$ cat config.mk
export PLATFORM = sky130hd
export DESIGN_NAME = sd_block_reader
export DESIGN_NICKNAME = d
export VERILOG_FILES = /design/src/rtl/sd_pkg.sv /design/src/rtl/sd_spi_xfer.sv /design/src/rtl/sd_block_reader.sv
export SDC_FILE = /design/constraint.sdc
export NUM_CORES = 1
export LEC_CHECK = 0
export BUFFER_PORTS_ARGS = -buffer_cell sky130_fd_sc_hd__buf_2
export CORE_MARGIN = 8
export CORE_UTILIZATION = 30
export DETAILED_ROUTE_END_ITERATION = 6
export GPL_TIMING_DRIVEN = 0
export PLACE_DENSITY_LB_ADDON = 0.05
export RECOVER_POWER = 100
export SETUP_SLACK_MARGIN = 0.2
export SYNTH_ARGS = -nofsm -noshare
export SYNTH_HDL_FRONTEND = slang
export SYNTH_SLANG_ARGS = --single-unit
$ cat constraint.sdc
create_clock -name clk -period 2.8 [get_ports clk]
set_clock_uncertainty 0.15 [all_clocks]
set_input_delay 0.56 -clock clk [delete_from_list [all_inputs] [get_ports clk]]
set_output_delay 0.56 -clock clk [all_outputs]
set_load 0.005 [all_outputs]
$ cat src/rtl/sd_pkg.sv
// Shared constants, error codes and state encodings for the SD single-block reader.
package sd_pkg;

  localparam logic [7:0] CMD17       = 8'h51;
  localparam logic [7:0] TOKEN_START = 8'hFE;
  localparam logic [7:0] DUMMY       = 8'hFF;

  localparam logic [1:0] ERR_OK         = 2'd0;
  localparam logic [1:0] ERR_R1_TIMEOUT = 2'd1;
  localparam logic [1:0] ERR_R1_NONZERO = 2'd2;
  localparam logic [1:0] ERR_TOKEN      = 2'd3;

  typedef enum logic [2:0] {
    ST_IDLE,
    ST_CMD,
    ST_R1,
    ST_TOKEN,
    ST_DATA,
    ST_CRC,
    ST_RELEASE,
    ST_DONE
  } rd_state_t;

  typedef enum logic [1:0] {
    XF_IDLE,
    XF_WR,
    XF_WAIT
  } xf_state_t;

  // Byte idx of the six-byte CMD17 frame; the last slot is the dummy CRC.
  function automatic logic [7:0] cmd_byte(input logic [31:0] a, input logic [2:0] idx);
    logic [7:0] b;
    b = DUMMY;
    unique case (idx)
      3'd0:    b = CMD17;
      3'd1:    b = a[31:24];
      3'd2:    b = a[23:16];
      3'd3:    b = a[15:8];
      3'd4:    b = a[7:0];
      default: b = DUMMY;
    endcase
    return b;
  endfunction

endpackage

$ cat src/rtl/sd_spi_xfer.sv
// One-byte handshake with the SPI byte engine: req/tx in, ack/rx out.
module sd_spi_xfer
  import sd_pkg::*;
(
  input  logic       clk,
  input  logic       reset_n,
  input  logic       i_req,
  input  logic [7:0] i_tx,
  output logic       o_ack,
  output logic [7:0] o_rx,
  input  logic       i_spi_ce,
  output logic [7:0] o_spi_di,
  output logic       o_spi_wr,
  input  logic [7:0] i_spi_do,
  input  logic       i_spi_dsr
);

  xf_state_t  r_state;
  xf_state_t  w_next;
  logic [7:0] r_di;
  logic       w_take;

  always_ff @(posedge clk or negedge reset_n) begin
    if (!reset_n) r_state <= XF_IDLE;
    else          r_state <= w_next;
  end

  // A new request may be chained on the same cycle the previous byte is acked.
  always_comb begin
    w_next = r_state;
    unique case (r_state)
      XF_IDLE: if (i_req)     w_next = XF_WR;
      XF_WR:   if (i_spi_ce)  w_next = XF_WAIT;
      XF_WAIT: if (i_spi_dsr) w_next = i_req ? XF_WR : XF_IDLE;
      default:                w_next = XF_IDLE;
    endcase
  end

  always_comb begin
    o_spi_wr = (r_state == XF_WR) && i_spi_ce;
    o_ack    = (r_state == XF_WAIT) && i_spi_dsr;
    w_take   = i_req && ((r_state == XF_IDLE) || o_ack);
  end

  always_ff @(posedge clk or negedge reset_n) begin
    if (!reset_n)    r_di <= DUMMY;
    else if (w_take) r_di <= i_tx;
  end

  assign o_spi_di = r_di;
  assign o_rx     = i_spi_do;

endmodule

$ cat src/rtl/sd_block_reader.sv
// CMD17 single-block read sequencer: command, R1 poll, token poll, 512 data bytes, CRC, release.
module sd_block_reader
  import sd_pkg::*;
#(
  parameter int unsigned R1_TRIES    = 8,
  parameter int unsigned TOKEN_TRIES = 4095
) (
  input  logic        clk,
  input  logic        reset_n,
  input  logic        start,
  input  logic [31:0] arg,
  output logic        busy,
  output logic        done,
  output logic [1:0]  err_code,
  output logic [7:0]  r1,
  output logic [7:0]  data_out,
  output logic        data_strobe,
  output logic [8:0]  data_addr,
  output logic        sd_cs_n,
  input  logic        spi_ce,
  output logic [7:0]  spi_di,
  output logic        spi_wr,
  input  logic [7:0]  spi_do,
  input  logic        spi_dsr
);

  localparam logic [11:0] R1_LAST  = 12'(R1_TRIES - 1);
  localparam logic [11:0] TOK_LAST = 12'(TOKEN_TRIES - 1);

  rd_state_t   r_state;
  rd_state_t   w_next;
  logic [31:0] r_arg;
  logic [8:0]  r_cnt;
  logic [11:0] r_poll;
  logic [1:0]  r_err;
  logic [7:0]  r_r1;
  logic [7:0]  r_data;
  logic        r_strobe;
  logic [8:0]  r_addr;
  logic        r_cs_n;
  logic        w_req;
  logic [7:0]  w_tx;
  logic        w_ack;
  logic [7:0]  w_rx;

  sd_spi_xfer u_xfer (
    .clk       (clk),
    .reset_n   (reset_n),
    .i_req     (w_req),
    .i_tx      (w_tx),
    .o_ack     (w_ack),
    .o_rx      (w_rx),
    .i_spi_ce  (spi_ce),
    .o_spi_di  (spi_di),
    .o_spi_wr  (spi_wr),
    .i_spi_do  (spi_do),
    .i_spi_dsr (spi_dsr)
  );

  always_ff @(posedge clk or negedge reset_n) begin
    if (!reset_n) r_state <= ST_IDLE;
    else          r_state <= w_next;
  end

  always_comb begin
    w_next = r_state;
    unique case (r_state)
      ST_IDLE:  if (start) w_next = ST_CMD;
      ST_CMD:   if (w_ack && (r_cnt == 9'd5)) w_next = ST_R1;
      ST_R1:    if (w_ack) begin
        if (!w_rx[7])                 w_next = (w_rx == 8'h00) ? ST_TOKEN : ST_RELEASE;
        else if (r_poll == R1_LAST)   w_next = ST_RELEASE;
      end
      ST_TOKEN: if (w_ack) begin
        if (w_rx == TOKEN_START)                       w_next = ST_DATA;
        else if ((w_rx != DUMMY) || (r_poll == TOK_LAST)) w_next = ST_RELEASE;
      end
      ST_DATA:    if (w_ack && (r_cnt == 9'd511)) w_next = ST_CRC;
      ST_CRC:     if (w_ack && (r_cnt == 9'd1))   w_next = ST_RELEASE;
      ST_RELEASE: if (w_ack)                      w_next = ST_DONE;
      ST_DONE:    w_next = ST_IDLE;
      default:    w_next = ST_IDLE;
    endcase
  end

  // Every acked byte outside RELEASE leads to another byte, so the next request is chained directly.
  always_comb begin
    w_req = 1'b0;
    w_tx  = DUMMY;
    busy  = (r_state != ST_IDLE) && (r_state != ST_DONE);
    done  = (r_state == ST_DONE);
    unique case (r_state)
      ST_IDLE: if (start) begin
        w_req = 1'b1;
        w_tx  = CMD17;
      end
      ST_CMD: if (w_ack) begin
        w_req = 1'b1;
        w_tx  = cmd_byte(r_arg, r_cnt[2:0] + 3'd1);
      end
      ST_R1, ST_TOKEN, ST_DATA, ST_CRC: w_req = w_ack;
      default: ;
    endcase
  end

  always_ff @(posedge clk or negedge reset_n) begin
    if (!reset_n) begin
      r_arg    <= '0;
      r_cnt    <= '0;
      r_poll   <= '0;
      r_err    <= ERR_OK;
      r_r1     <= DUMMY;
      r_data   <= '0;
      r_strobe <= 1'b0;
      r_addr   <= '0;
      r_cs_n   <= 1'b1;
    end else begin
      r_strobe <= 1'b0;
      r_cs_n   <= !(w_next inside {ST_CMD, ST_R1, ST_TOKEN, ST_DATA, ST_CRC});

      if ((r_state == ST_IDLE) && start) begin
        r_arg <= arg;
        r_err <= ERR_OK;
      end

      if (r_state == ST_IDLE)
        r_cnt <= '0;
      else if (w_ack && (r_state inside {ST_CMD, ST_DATA, ST_CRC}))
        r_cnt <= (w_next == ST_R1) ? '0 : r_cnt + 9'd1;

      if ((w_next != r_state) && (w_next inside {ST_R1, ST_TOKEN}))
        r_poll <= '0;
      else if (w_ack && (r_state inside {ST_R1, ST_TOKEN}))
        r_poll <= r_poll + 12'd1;

      if (w_ack && (r_state == ST_R1)) begin
        if (!w_rx[7]) begin
          r_r1 <= w_rx;
          if (w_rx != 8'h00) r_err <= ERR_R1_NONZERO;
        end else if (r_poll == R1_LAST) begin
          r_err <= ERR_R1_TIMEOUT;
        end
      end

      if (w_ack && (r_state == ST_TOKEN) && (w_next == ST_RELEASE))
        r_err <= ERR_TOKEN;

      if (w_ack && (r_state == ST_DATA)) begin
        r_data   <= w_rx;
        r_addr   <= r_cnt;
        r_strobe <= 1'b1;
      end
    end
  end

  assign err_code    = r_err;
  assign r1          = r_r1;
  assign data_out    = r_data;
  assign data_strobe = r_strobe;
  assign data_addr   = r_addr;
  assign sd_cs_n     = r_cs_n;

endmodule

Word level (Yosys, flattened, before mapping)
Index checks and enable logic that the tools add are counted.

Register bits: 95. Bits of input ports: 45.

$add $sub $neg: 3. Eq/ne operators: 31. Muxes and demuxes: 37. Bitwise operators: 1. Reduce and logical (&&, ||, !) cells: 33.

Operator list (number): $pmux W8 S5 (1); $mux W3 (12); $mux W9 (3); $eq A3 B3 Y1 const B (8); $mux W12 (2); $pmux W3 S8 (1); $eq A3 B2 Y1 const B (6); $mux W2 (9); $mux W8 (2); $pmux W8 S2 (1); $logic_and A1 B1 Y1 (15); $add A12 B1 Y12 const B (1); $eq A12 B12 Y1 const B (1); $eq A12 B3 Y1 const B (1); $add A9 B1 Y9 const B (1); $eq A3 B1 Y1 const B (3); $eq A9 B1 Y1 const B (1); $eq A9 B3 Y1 const B (1); $eq A9 B9 Y1 const B (1); $eq A8 B8 Y1 const B (1); $logic_not A8 Y1 (1); $ne A8 B8 Y1 const B (1); $reduce_bool A2 Y1 (4); $reduce_bool A8 Y1 (1); other kinds (20) (27).

Longest topological paths before layout
Word-level depth: 10. Gate-level depth with buffers: 10. Gate-level depth less buffers: 9.

Cells and area by module
A second synthesis with hierarchy kept.

Cells, all modules: 467. Area, all modules: 4712.0 um^2.

By module, submodules not included: sd_block_reader (instances 1, cells an instance 432, area an instance 4225.3 um^2); sd_spi_xfer (instances 1, cells an instance 35, area an instance 486.7 um^2).

Worst setup path before layout
Ideal clock, no wire load.

Kind: flip-flop to flip-flop. From: register r_cnt[0]. To: register r_cnt[3]. Library setup time: 0.132 ns. Arrival time: 2.303 ns. Required time: 2.518 ns. Path slack: 0.215 ns. Cell stages (with the launch flop): 10. Buffers on the path: 0. Clock period less this slack: 2.585 ns. Cell sequence: dfrtp_1 -> ha_1 -> and3_1 -> and3_1 -> and3_1 -> ha_1 -> a222oi_1 -> o211ai_2 -> o31ai_4 -> o211ai_2.

Cells in the longest elaborated chain, start to end: 8. Elaborated cells between the ends (all ways): 15. Those cells by class: add/sub (1); eq/ne (4); mux (7); reduce/logical (3).

Ends and longest elaborated chain: start: declaration (RTL line sd_block_reader.sv:33) `logic [8:0] r_cnt;`; start signal: assignment (RTL line sd_block_reader.sv:129) `r_cnt <= (w_next == ST_R1) ? '0 : r_cnt + 9'd1;`; $eq A9 B1 Y1, or another cell as far along (RTL line sd_block_reader.sv:79) `ST_CRC: if (w_ack && (r_cnt == 9'd1)) w_next = ST_RELEASE;`; $logic_and A1 B1 Y1, on equally long branches (RTL line sd_block_reader.sv:79, sd_block_reader.sv:69, sd_block_reader.sv:78); $mux W3, on equally long branches (RTL line sd_block_reader.sv:79, sd_block_reader.sv:69, sd_block_reader.sv:78); $pmux W3 S8 (*) (RTL line sd_block_reader.sv:67) `unique case (r_state)`; net w_next[0] (RTL line sd_block_reader.sv:31) `rd_state_t w_next;`; $eq A3 B2 Y1 (*) (RTL line sd_block_reader.sv:129); $mux W9 (*) (RTL line sd_block_reader.sv:129); $mux W9 (*) (RTL line sd_block_reader.sv:128) `else if (w_ack && (r_state inside {ST_CMD, ST_DATA, ST_CRC}))`; $mux W9 (*) (RTL line sd_block_reader.sv:126) `if (r_state == ST_IDLE)`.

Mark *: on every way through the listed nets, which the timed path passes. The rest lies on a longest branch. The select of a mux whose other input is x is not followed. A chain may end at the register's enable or synchronous reset.

Final worst setup path
From: register r_cnt[1]. To: register r_poll[8].

Cells in the longest elaborated chain, start to end: 8. Elaborated cells between the ends (all ways): 17. Those cells by class: eq/ne (6); mux (5); reduce/logical (6).

Ends and longest elaborated chain: $eq A9 B1 Y1, or another cell as far along (RTL line sd_block_reader.sv:79); $logic_and A1 B1 Y1, on equally long branches (RTL line sd_block_reader.sv:79, sd_block_reader.sv:69, sd_block_reader.sv:78); $mux W3, on equally long branches (RTL line sd_block_reader.sv:79, sd_block_reader.sv:69, sd_block_reader.sv:78); $pmux W3 S8 (*) (RTL line sd_block_reader.sv:67); $eq A3 B2 Y1 (RTL line sd_block_reader.sv:131) `if ((w_next != r_state) && (w_next inside {ST_R1, ST_TOKEN}))`; $reduce_bool A2 Y1 (RTL line sd_block_reader.sv:131); $logic_and A1 B1 Y1 (*) (RTL line sd_block_reader.sv:131); $mux W12 / $reduce_bool A2 Y1 (equally long branches); end signal: assignment (RTL line sd_block_reader.sv:134) `r_poll <= r_poll + 12'd1;`; end: declaration (RTL line sd_block_reader.sv:34) `logic [11:0] r_poll;`.

Mark *: on every way between the ends. The rest lies on a longest branch, timed or not.

==> impl.org <==
** Layout
- Most frequent cells in the layout :: 77 x sky130_fd_sc_hd__dfrtp_1, 65 x sky130_fd_sc_hd__buf_2, 51 x sky130_fd_sc_hd__mux2_2
- Measured on the finished design, the core utilization comes to 0.375.
- 0 antenna diodes ended up in the layout.
- Final nets :: 552
- Commonest non-fill, non-tap cell in the layout :: sky130_fd_sc_hd__dfrtp_1
- Ratio of cells with drive above 1 in the final layout :: 0.343
- Relative to the synthesized area, the layout overhead comes to 23.5%.
- Finished Layout Cells :: 690

** Setup path
- Delay of the slowest critical-path stage :: 0.39 ns
- Reg-to-reg slack, setup :: 0.18 ns
- Cell breakdown of the critical path :: ha_4 > and3_4 > and3_4 > and3_4 > ha_4 > a222oi_1 > buf_4 > mux2_2 > a211oi_2 > buf_6 > nor2_1
- Nature of the critical path startpoint :: register
- Library cell contributing the largest single delay on the critical path :: sky130_fd_sc_hd__dfrtp_1
- Type of the setup path with the least slack :: reg2reg
- By instance count, the cell type seen most on the critical path is sky130_fd_sc_hd__and3_4.
- Nature of the critical path endpoint :: register
- Required time reported for the critical path endpoint :: 2.88 ns
- Endpoint arrival time on the critical path :: 2.70 ns
- CP max FO :: 5

** Clocking
- Clock-pin slew was measured on the worst setup and hold paths at 0.07 ns.
- Counting every sink on the clock net gives 95.
- Number of buffers inserted by hold repair at cts :: 0
- The H-tree was split into 3 levels.
- TritonCTS clock tree :: built
- The number of clock buffers added by TritonCTS is 9.
- At the later pin of the worst-skew pair, clock insertion delay measures 0.35 ns.
- Clk Tree Root Cell :: sky130_fd_sc_hd__clkbuf_16
- Longest Clk Path Bufs :: 2

** GRT
- Number of antenna violations at the first check in global routing :: 0
- The number of global-route vias before repair is 3642.
- The first global-routing pass estimated 19600 um of wire.
- Largest net degree at the start of global routing :: 64
- Total gr overflow :: 0
- Total global-route track usage :: 0.128

** STA
- Minimum clock period :: 2.62 ns
- On the final layout, the worst hold slack is 0.274 ns.
- Setup repair after global routing could not meet its margin everywhere.
- Share of the clock period used by the worst path after layout :: 0.934
- At the pin with the least slew margin, the transition time is 2.00 ns.
- Fin. Hold Viols :: 0
- Achievable clock frequency :: 0.382 GHz
- After layout, the worst setup slack is 0.184 ns.
- In this run the tightest slew margin relative to its limit is -0.333.
- Final number of max-transition violations :: 33
- Final setup violation count :: 0

** Yosys
- Part of the Yosys area used for sequential elements :: 0.528
- Of all flip-flops after synthesis, the portion carrying an async set or reset was 1.00.
- By area the synthesized netlist is led by sky130_fd_sc_hd__dfrtp_1 43%, sky130_fd_sc_hd__mux2_2 13%, sky130_fd_sc_hd__dfstp_2 9.8%, sky130_fd_sc_hd__ha_1 2.8%, sky130_fd_sc_hd__o21ai_0 2.2%.
- Area share of the largest cell type after synthesis :: 0.430
- Post-synth cell types :: 57
- The synthesized design contains 0 enable-type register cells.
- The most used flip-flop cell after synthesis is sky130_fd_sc_hd__dfrtp_1.
- Cell area after synthesis :: 4540 sq um
- The largest total area in the synthesized netlist belongs to sky130_fd_sc_hd__dfrtp_1.
- After technology mapping, the gate count stands at 393.
- YS warnings :: 0
- Synthesis produced a netlist with a net count of 448.
- Post-Synthesis Mean Instance Area :: 11.6 sq um
- After synthesis the netlist holds a flip-flop and latch count of 95.

** Power and ir drop
- Power per Cell Area :: 716 nW/um^2
- IR analysis of the VDD net gives a maximum drop of 306 uV.
- Overall power consumption after layout is estimated at 4.02 mW.
- In this run the static leakage power is 2.68 nW.

** Detailed routing
- Once detail routing completed, the nets flagged for antenna violations numbered 0.
- Wires add up to 12000 um.
- First-iteration detailed-routing DRC count :: 190
- Total via count in the routed design :: 3418
- The first TritonRoute pass finished after 6 iterations.
- Dividing the detail-routed via count by the number of cells gives 4.95.
- Routed wire length per instance :: 17.4 um
- For this run, design rule violations remaining after detail routing come to 0.

** Floorplan
- Total I/O pin count :: 85
- Row Count :: 45
- Die X :: 139 um
- Effective utilization at floorplan :: 0.303
- The die covers 19300 sq um.
- The core region is 15000 sq um.
- The die is 139 um tall.

** Place
- Number of buffers added on ports :: 84
- HPWL after DPL :: 8730 um
- Worst slack after detailed placement :: -0.215 ns
- At the end of routability-driven placement, the weighted congestion stood at 0.749.
- Instance count after placement with tap cells included :: 666

** Flow run
- The tool flagged a number of max-cap violations equal to 1.

** Status
- The checks that failed: max-capacitance violations, max-slew violations.
- The flow ran to the end, but the final reports show violations.

** Min path
- Classification of the worst-slack hold path :: in2reg
[power breakdown]
part | leakage, nW | switching [mW] | internal [mW]
Clock | 0.142 | 0.540 | 0.717
Sequential | 1.25 | 0.106 | 1.57
Combinational | 1.30 | 0.629 | 0.455
[routing by layer]
metal | vias up | wire, um | track usage
met4 | 0 | 128 | 0.0387
met2 | 88 | 5700 | 0.200
met1 | 1696 | 5540 | 0.162
met3 | 10 | 676 | 0.0461
li1 | 1624 | - | -
met5 | - | 0 | 0
[through the flow]
step,TNS (ns),area [sq um]
finish,0,5610
CTS,0,5630
global route,0,5610
detailed placement,-1.58,5230
floorplan,0,4540
global placement,-6.28,5200
[timing repair]
action                     CTS  global route
buffers inserted             5             1
resized for setup           11            11
gates cloned                 0             1
setup endpoints to repair   26            24
pin swaps                    9             4
[worst paths after layout]
kind / cells after the start / to / startpoint
worst min-delay path: 2 / r_arg[6] / arg[6]
min in group asynchronous: 1 / r_poll[7] / reset_n
max in group asynchronous: 1 / data_out[1] / reset_n
worst max register to register: 11 / r_poll[8] / r_cnt[1]
worst max-delay path: 11 / r_poll[8] / r_cnt[1]
worst min register to register: 2 / u_xfer.o_spi_di[7] / u_xfer.o_spi_di[7]
[sequential cells by signal, indices dropped and copies added, names as in the netlist, 3 cells and up]
register / cells
u_xfer.o_spi_di: 8
r_arg: 32
r_cnt: 9
r1: 8
r_state: 3
r_poll: 12
data_out: 8
data_addr: 9
[final cells by class]
class                      count  area, sq um
buffer                        18         90.1
sequential                    95         2400
inverter                      19         71.3
multi-input combinational    261         2030
tap                          188          235
timing repair buffer          93          483
clock inverter                 5         58.8
clock buffer                  11          243
fill                        1559         9370
[synth_stat cells (2+ instances only)]
cell / n
sky130_fd_sc_hd__nand2b_1: 6
sky130_fd_sc_hd__buf_6: 2
sky130_fd_sc_hd__o21ai_0: 20
sky130_fd_sc_hd__clkbuf_1: 7
sky130_fd_sc_hd__nor4_1: 4
sky130_fd_sc_hd__nand4_1: 5
sky130_fd_sc_hd__xnor2_1: 8
sky130_fd_sc_hd__and4_1: 2
sky130_fd_sc_hd__a222oi_1: 9
sky130_fd_sc_hd__nand3b_1: 2
sky130_fd_sc_hd__nor4b_1: 3
sky130_fd_sc_hd__buf_2: 7
sky130_fd_sc_hd__dfrtp_1: 78
sky130_fd_sc_hd__o22ai_1: 2
sky130_fd_sc_hd__a221o_1: 5
sky130_fd_sc_hd__nor3_1: 8
sky130_fd_sc_hd__a21oi_1: 12
sky130_fd_sc_hd__nor2b_1: 5
sky130_fd_sc_hd__nand3_1: 5
sky130_fd_sc_hd__inv_1: 18
sky130_fd_sc_hd__o211ai_2: 2
sky130_fd_sc_hd__o21ai_1: 4
sky130_fd_sc_hd__mux2_2: 52
sky130_fd_sc_hd__a31oi_1: 2
sky130_fd_sc_hd__a22oi_1: 4
sky130_fd_sc_hd__ha_1: 10
sky130_fd_sc_hd__dfstp_2: 17
sky130_fd_sc_hd__nor2_1: 26
sky130_fd_sc_hd__and3_1: 10
sky130_fd_sc_hd__o21bai_1: 2
sky130_fd_sc_hd__nand2_1: 26
sky130_fd_sc_hd__xor2_1: 4
sky130_fd_sc_hd__mux2_1: 2
[logic make-up (layout without fill, tap and decap cells)]
family / Yosys count / after routing / share of synthesized area
DFF: 95 / 95 / 0.528
adders and majority gates: 10 / 10 / 0.0275
muxes: 54 / 54 / 0.134
buffers and inverters: 37 / 146 / 0.0366
and+or+nand+nor: 110 / 110 / 0.132
xor gates and xnor gates: 12 / 12 / 0.0231
AOI/OAI and AO/OA: 75 / 75 / 0.119
[worst max-delay path, delay by kind of cell (launching register included)]
family | cells | cell delay [ns]
adder cells (fa/ha/maj) | 2 | 0.27
buffers and inverters | 2 | 0.35
multiplexers | 1 | 0.27
flip-flops | 1 | 0.39
AO/OA/AOI/OAI | 2 | 0.45
AND/OR/NAND/NOR | 4 | 0.61
No activity file was read; power rests on OpenSTA's default activity.
